<file path="src/rtl/ga_generation_scheduler.sv">
// ga_generation_scheduler: sequences one GA generation around the population
// sorter. It gathers fitness distances, launches the sort, streams the elite
// parent indices to the breeder, and counts generations until the generation
// limit or a perfect individual ends the run.
module ga_generation_scheduler #(
   parameter int POP          = 50,
   parameter int DIST_W       = 12,
   parameter int IDX_W        = 6,
   parameter int ELITE        = 10,
   parameter int MAX_GEN      = 200,
   parameter int SORT_TIMEOUT = 127
) (
   input  logic                  clk,
   input  logic                  reset,
   input  logic                  run,
   input  logic                  fit_valid,
   input  logic [IDX_W-1:0]      fit_index,
   input  logic [DIST_W-1:0]     fit_dist,
   output logic                  eval_start,
   output logic                  sort_start,
   output logic [POP*DIST_W-1:0] sort_in,
   input  logic                  sort_done,
   input  logic [POP*IDX_W-1:0]  sort_sorted,
   output logic                  par_valid,
   input  logic                  par_ready,
   output logic [IDX_W-1:0]      par_index,
   output logic [7:0]            gen_count,
   output logic [IDX_W-1:0]      best_index,
   output logic [DIST_W-1:0]     best_dist,
   output logic                  busy,
   output logic                  done,
   output logic                  err_index,
   output logic                  err_timeout
);

   localparam int TW = (SORT_TIMEOUT < 2) ? 1 : $clog2(SORT_TIMEOUT + 1);

   typedef enum logic [2:0] {IDLE, COLLECT, SORT, EMIT, CHECK, DONE, FAULT} state_t;

   state_t                     state, state_nxt;
   logic [POP-1:0]             mask_q;
   logic [POP-1:0]             mask_set;
   logic [POP-1:0]             mask_after;
   logic [POP-1:0][DIST_W-1:0] dist_q;
   logic [POP-1:0][IDX_W-1:0]  sorted_q;
   logic [IDX_W-1:0]           k_q;
   logic [TW-1:0]              tcnt_q;
   logic [IDX_W-1:0]           slot0;
   logic [7:0]                 gen_inc;
   logic                       fit_in_range;
   logic                       fit_ok;
   logic                       k_last;
   logic                       timed_out;
   logic                       finish;

   // The distance store doubles as the sorter input bus; it only changes in
   // COLLECT, so it is naturally stable for the whole SORT phase.
   assign sort_in      = dist_q;
   assign slot0        = sort_sorted[IDX_W-1:0];
   assign fit_in_range = 32'(fit_index) < POP;
   assign fit_ok       = (state == COLLECT) && fit_valid && fit_in_range;
   assign mask_set     = fit_ok ? ({{(POP-1){1'b0}}, 1'b1} << fit_index) : '0;
   assign mask_after   = mask_q | mask_set;
   assign k_last       = (k_q == IDX_W'(ELITE - 1));
   assign timed_out    = (tcnt_q == TW'(SORT_TIMEOUT));
   assign gen_inc      = (gen_count == 8'hFF) ? 8'hFF : gen_count + 8'd1;
   assign finish       = (gen_inc == 8'(MAX_GEN)) || (best_dist == '0);

   // State register.
   always_ff @(posedge clk or posedge reset) begin
      if (reset) state <= IDLE;
      else       state <= state_nxt;
   end

   // Next-state and state-decoded outputs.
   always_comb begin
      state_nxt  = state;
      sort_start = 1'b0;
      par_valid  = 1'b0;
      par_index  = '0;
      busy       = 1'b0;
      done       = 1'b0;
      case (state)
         IDLE:    if (run) state_nxt = COLLECT;
         COLLECT: begin
            busy = 1'b1;
            // A write landing in the completing cycle is already in mask_after.
            if (&mask_after) state_nxt = SORT;
         end
         SORT: begin
            busy       = 1'b1;
            sort_start = (tcnt_q == '0);
            if (sort_done)      state_nxt = EMIT;
            else if (timed_out) state_nxt = FAULT;
         end
         EMIT: begin
            busy      = 1'b1;
            par_valid = 1'b1;
            par_index = sorted_q[k_q];
            if (par_ready && k_last) state_nxt = CHECK;
         end
         CHECK: begin
            busy      = 1'b1;
            state_nxt = finish ? DONE : COLLECT;
         end
         DONE: begin
            done = 1'b1;
            if (!run) state_nxt = IDLE;
         end
         FAULT:   state_nxt = FAULT;
         default: state_nxt = IDLE;
      endcase
   end

   // Datapath: fitness capture, sort bookkeeping, emit index, generation count.
   always_ff @(posedge clk or posedge reset) begin
      if (reset) begin
         mask_q      <= '0;
         dist_q      <= '0;
         sorted_q    <= '0;
         k_q         <= '0;
         tcnt_q      <= '0;
         gen_count   <= '0;
         best_index  <= '0;
         best_dist   <= '0;
         err_index   <= 1'b0;
         err_timeout <= 1'b0;
         eval_start  <= 1'b0;
      end else begin
         // One-cycle pulse in the first COLLECT cycle of every evaluation pass.
         eval_start <= (state_nxt == COLLECT) && (state != COLLECT);
         tcnt_q     <= (state == SORT) ? tcnt_q + TW'(1) : '0;
         case (state)
            IDLE: if (run) begin
               mask_q      <= '0;
               gen_count   <= '0;
               err_index   <= 1'b0;
               err_timeout <= 1'b0;
            end
            COLLECT: begin
               mask_q <= mask_after;
               if (fit_ok) dist_q[fit_index] <= fit_dist;
               if (fit_valid && !fit_in_range) err_index <= 1'b1;
            end
            SORT: begin
               // sort_sorted is only meaningful in the sort_done cycle.
               if (sort_done) begin
                  sorted_q   <= sort_sorted;
                  best_index <= slot0;
                  best_dist  <= dist_q[slot0];
                  k_q        <= '0;
               end else if (timed_out) begin
                  err_timeout <= 1'b1;
               end
            end
            EMIT: if (par_ready) k_q <= k_last ? '0 : k_q + IDX_W'(1);
            CHECK: begin
               gen_count <= gen_inc;
               if (!finish) mask_q <= '0;
            end
            default: ;
         endcase
      end
   end

endmodule

</file>
<file path="config.mk">
export PLATFORM = sky130hd
export DESIGN_NAME = ga_generation_scheduler
export DESIGN_NICKNAME = d
export VERILOG_FILES = /design/src/rtl/ga_generation_scheduler.sv
export SDC_FILE = /design/constraint.sdc
export NUM_CORES = 2
export LEC_CHECK = 0
export CORE_AREA = 4 4 369 371
export DETAILED_ROUTE_END_ITERATION = 16
export DIE_AREA = 0 0 373 375
export GPL_ROUTABILITY_DRIVEN = 0
export PLACE_DENSITY = 0.57
export SLEW_MARGIN = 10
export SYNTH_ARGS = -nofsm -noshare
export SYNTH_HDL_FRONTEND = slang
export SYNTH_SLANG_ARGS = --single-unit
</file>
<file path="constraint.sdc">
create_clock -name clk -period 43.7 [get_ports clk]
set_clock_uncertainty 0.15 [all_clocks]
set_input_delay 4.37 -clock clk [delete_from_list [all_inputs] [get_ports clk]]
set_output_delay 4.37 -clock clk [all_outputs]
set_load 0.01 [all_outputs]
</file>
* Word level (Yosys, flattened, before mapping)
Index checks and enable logic that the tools add are counted.
Operators by class: add/subtract/negate cells 3, $lt $le $gt $ge 5, equal/unequal tests 19, shifts and indexed selects 1, muxes and demuxes 38, bitwise operators 1, reduce and logical (&&, ||, !) cells 25
Operators by type and width (number):
- 600-bit bitwise mux | 1
- 50-bit two-way mux | 3
- 50-bit case mux with 3 select lines | 1
- 12-bit binary-select mux with 6-bit select | 1
- 12-bit demux with 6-bit select | 1
- 50-bit OR | 1
- 50-bit AND reduction | 1
- 1-bit by 6-bit << shifter with 50-bit output (first input constant) | 1
- 6-bit binary-select mux with 6-bit select | 1
- 6-bit two-way mux | 5
- 12-bit two-way mux | 2
- 6-bit by 7-bit < comparator with 1-bit output (second input constant) | 3
- 3-bit two-way mux | 7
- 3-bit case mux with 7 select lines | 1
- 8-bit equality test (second input constant) | 2
- 8-bit two-way mux | 2
- 8-bit case mux with 2 select lines | 1
- 12-bit logical NOT | 1
- 2-bit != test (second input constant) | 6
- 6-bit case mux with 2 select lines | 1
- 3-bit equality test (second input constant) | 3
- 3-bit AND reduction | 3
- 8-bit by 1-bit adder with 8-bit output (second input constant) | 1
- 1-bit two-way mux | 8
- other kinds (22) | 35
Word-level totals: register bits 989, input port bits 324, output and inout bits 639, word-level logic and storage cells 201

* Longest topological paths before layout
depth after elaboration 10, depth in mapped cells 11, mapped depth without buffers 8

* Worst setup path after synthesis
Ideal clock, no wire load.
kind register -> output, start point register k_q[0], end point output par_index[1], arrival 2.189 ns, path slack 36.991 ns, cell stages (with the launch flop) 8, buffers on the path 2, cells stage by stage dfrtp_1 -> buf_2 -> buf_2 -> mux4_2 -> mux4_2 -> inv_1 -> o22ai_1 -> o21a_1
On the way: word-level cells in the longest chain between the ends 3
RTL lines:
- start, declared | RTL line 46 | logic [IDX_W-1:0] k_q;
- start signal, assigned | RTL line 156 | EMIT: if (par_ready) k_q <= k_last ? '0 : k_q + IDX_W'(1);
- 6-bit binary-select mux with 6-bit select | RTL line 99 | par_index = sorted_q[k_q];
- 6-bit two-way mux (not written as such) | RTL line 99
- 6-bit two-way mux | RTL line 83 | case (state)
- end, declared | RTL line 26 | output logic [IDX_W-1:0] par_index,
Every way passes these cells. The select of a mux whose other input is x is not followed.

* Worst setup path after layout
start point register k_q[0], end point output par_index[4]
The elaborated chain is that of the path after synthesis.

==> results.py <==
metrics = {
    "route": {
        "routed-via-count": 34500,
        "drt_drc_violations_left": 0,
        "final_antenna_net_count": 0,
        "firstDrtPassIters": 5,
        "avgRoutedWirePerCell_um": 31.2,
        "drtIter0Drc": 2606,
        "detail_route.vias_per_cell": 5.39,
        "drt-total-wl_mm": 200,
    },
    "cells_and_area": {
        "filler_cell_count": 12200,
        "syn_to_final_growth_pct": 33.2,
        "final_design_area_no_fill_um2": 60400,
        "post_route_cells_drive_above_1_share_pct": 24.2,
        "multi_input_comb_area_um2": 19200,
        "register_area_um2": 24800,
        "layout.nets": 4847,
    },
    "cts": {
        "clkLatencyLatePin_ps": 730,
        "clock_tree.root_cell": "sky130_fd_sc_hd__clkbuf_16",
        "cts_setup_buffers": 0,
        "tritoncts.num_buffers": 110,
        "cts_resized": 0,
        "cts_buffer_depth": 3,
        "tritoncts_num_sinks": 989,
        "clkSlewWorstSetupHoldPaths_ps": 60,
        "tritoncts": "done",
        "postCtsHoldBufs": 0,
        "h-tree-depth": 3,
    },
    "worst_setup_path": {
        "criticalPathCategory": "reg2out",
        "setup.worst_path.end_class": "primary output",
        "cp_data_required_time_ps": 39180,
        "cp-start-kind": "flip-flop",
        "crit_path_max_fanout": 30,
        "cpMaxStageDelayCell": "sky130_fd_sc_hd__a2111oi_0",
        "cp_data_arrival_time_ps": 5210,
        "cp_num_buf_inv": 3,
        "critical_path.top_delay_family": "buffers and inverters",
        "worst_path_cell_chain": "buf_4 -> buf_4 -> mux4_2 -> mux4_2 -> nor2_1 -> a2111oi_0 -> o21a_1 -> clkdlybuf4s50_1",
        "crit_path_max_incr_delay_ps": 1040,
    },
    "synthesis": {
        "syn_nets": 4013,
        "post_synth_num_cell_types": 69,
        "yosys_warnings": 0,
        "syn-instance-count": 3684,
        "ys_ff_latch": 989,
        "summed_instance_area_of_the_synthesized_netlist_um2": 45400,
        "postSynthAreaPerCell_um2": 12.3,
        "ys_seq_area_share_pct": 54.6,
        "synth_ff_type": "sky130_fd_sc_hd__dfrtp_1",
        "postSynth.asyncResetShare_pct": 100,
        "synth_enable_flop_cells": 0,
    },
    "die": {
        "floorplan.initialDensity_pct": 34.1,
        "rows": 134,
        "ios": 963,
        "fp.dieArea_um2": 140000,
        "floorplan.core_area_um2": 133000,
        "y_dimension_of_the_die_um": 375,
        "die_x_um": 373,
    },
    "pwr": {
        "ir_worst_vdd_v": 0.0000313,
        "power.leakage_uw": 0.0276,
        "fin_total_pwr_uw": 2540,
        "pwr_density_cell_nw_per_um2": 42.1,
    },
    "global_routing": {
        "global_route.overflow_total": 0,
        "first_global_vias": 35300,
        "grt_max_degree": 196,
        "number_of_antenna_violations_at_the_first_check_in_global_routing": 26,
        "global_route_wire_length_before_repair_mm": 280,
        "total_global_route_track_usage_pct": 27.8,
    },
    "run_status": {
        "run_status": "finished, final reports clean",
    },
    "sta": {
        "final-max-slew-violation-count": 0,
        "timing.hold.ws_ps": 320,
        "finalHoldViolations": 0,
        "worstMarginPinSlew_ps": 1230,
        "fmaxAchievable_ghz": 0.103,
        "grt_setup_unrepaired": "no",
        "period_share_pct": 22.3,
        "totalNegativeSetupSlack_ps": 0,
        "slew_headroom_pct": 15.8,
        "setup_viol": 0,
        "post_route_minimum_period_ps": 9730,
    },
    "flow_run": {
        "max_cap_violations": 0,
    },
    "placement": {
        "dp_hpwl_mm": 146,
        "number_of_input_and_output_port_buffers_inserted": 962,
        "post_dp_cell_area_um2": 56500,
    },
    "hold_path": {
        "hold_path_class": "reg2reg",
    },
}
## path summary, 6_finish.rpt
| kind | cells past startpoint | startpoint | slack, ps | endpoint |
|---|---|---|---|---|
| max | 8 | k_q[0] | 33970 | par_index[4] |
| min in group asynchronous | 2 | reset | 4080 | sorted_q[88] |
| min reg2reg | 2 | sorted_q[252] | 320 | sorted_q[252] |
| min | 2 | sorted_q[252] | 320 | sorted_q[252] |
| max in group asynchronous | 5 | reset | 36220 | sort_in[168] |
| max reg2reg | 6 | state[1] | 39890 | best_dist[7] |
## layer usage
metal  vias to the layer above  routed length (µm)  global-route usage [%]
met4                         8                7330                    9.52
met1                     18200               78400                    33.9
met3                       268               17800                    9.96
li1                      14700                   -                       -
met5                         -                  55                       0
met2                      1362               96100                    45.6
## placed cells by master (no fill, tap or decap), types with 13 or more instances in the layout
cell                                n
sky130_fd_sc_hd__dfrtp_1          986
sky130_fd_sc_hd__nand2_1          949
sky130_fd_sc_hd__clkdlybuf4s50_1  948
sky130_fd_sc_hd__mux2_2           601
sky130_fd_sc_hd__mux4_2           206
sky130_fd_sc_hd__clkbuf_16        112
sky130_fd_sc_hd__mux2i_1           85
sky130_fd_sc_hd__nor2_1            79
sky130_fd_sc_hd__buf_4             62
sky130_fd_sc_hd__a21oi_1           50
sky130_fd_sc_hd__a31oi_1           35
sky130_fd_sc_hd__nand3_1           32
sky130_fd_sc_hd__a22oi_1           31
sky130_fd_sc_hd__clkbuf_8          30
sky130_fd_sc_hd__inv_1             26
sky130_fd_sc_hd__o21ai_0           24
sky130_fd_sc_hd__o221ai_1          24
sky130_fd_sc_hd__o22ai_1           22
sky130_fd_sc_hd__clkinv_2          21
sky130_fd_sc_hd__diode_2           20
sky130_fd_sc_hd__clkbuf_1          19
sky130_fd_sc_hd__nor3_1            14
sky130_fd_sc_hd__nor2b_1           13
## kinds of logic after synthesis
group | after synthesis | share of synthesized area [%]
simple gates | 1193 | 10.9
flops | 989 | 54.6
mux | 894 | 27.1
buf+inv | 334 | 3.23
compound gates | 261 | 3.96
xor+xnor | 8 | 0.154
fa+ha+maj | 5 | 0.138
## state kept, by name, summed over array words and instances, names as in the netlist
name         flops
best_dist       12
state            3
gen_count        8
sorted_q       300
mask_q          50
err_timeout      1
k_q              6
err_index        1
eval_start       1
tcnt_q           7
sort_in        600
## through the flow
step	setup WS (ps)	std cells	utilization (%)
2_1_floorplan	11360	3684	-
3_3_place_gp	34400	6174	42.5
3_5_place_dp	34550	6174	42.5
4_1_cts	33760	6381	45.4
5_1_grt	33710	6390	45.4
6_report	33970	6401	45.4
## worst register-to-register path, delay by kind of cell, from the launching register on
| family | cells | cell delay, ps |
|---|---|---|
| buf+inv | 1 | 530 |
| compound gates | 2 | 200 |
| simple gates | 3 | 2200 |
| flops | 1 | 680 |
## synth_stat cells, types with 15 or more instances
cell type / number / area share, %
sky130_fd_sc_hd__a21oi_1: 51 / 0.56
sky130_fd_sc_hd__a22oi_1: 31 / 0.51
sky130_fd_sc_hd__a31oi_1: 35 / 0.48
sky130_fd_sc_hd__buf_1: 28 / 0.23
sky130_fd_sc_hd__buf_2: 74 / 0.82
sky130_fd_sc_hd__buf_4: 26 / 0.43
sky130_fd_sc_hd__clkbuf_1: 176 / 1.5
sky130_fd_sc_hd__dfrtp_1: 989 / 55
sky130_fd_sc_hd__inv_1: 27 / 0.22
sky130_fd_sc_hd__mux2_2: 601 / 15
sky130_fd_sc_hd__mux2i_1: 85 / 1.9
sky130_fd_sc_hd__mux4_2: 206 / 10
sky130_fd_sc_hd__nand2_1: 950 / 7.9
sky130_fd_sc_hd__nand3_1: 32 / 0.35
sky130_fd_sc_hd__nor2_1: 88 / 0.73
sky130_fd_sc_hd__nor2b_1: 15 / 0.21
sky130_fd_sc_hd__nor3_1: 15 / 0.17
sky130_fd_sc_hd__o21ai_0: 24 / 0.26
sky130_fd_sc_hd__o221ai_1: 24 / 0.46
sky130_fd_sc_hd__o22ai_1: 22 / 0.30
## area by class of cell
| type | instances | area share, % |
|---|---|---|
| tap | 1768 | 3.66 |
| antenna | 20 | 0.0828 |
| multi-input combinational | 2361 | 31.8 |
| timing repair buffer | 1029 | 16.8 |
| sequential | 989 | 41.0 |
| inverter | 27 | 0.180 |
| clock buffer | 161 | 5.44 |
| clock inverter | 46 | 1.02 |
## where the power goes
group          leakage [µW]  internal [µW]  switching, µW
logic                0.0123            247            220
registers            0.0134            999           75.6
clock network       0.00193            593            410
total                0.0276           1840            705
(Power assumes the default switching activity.)
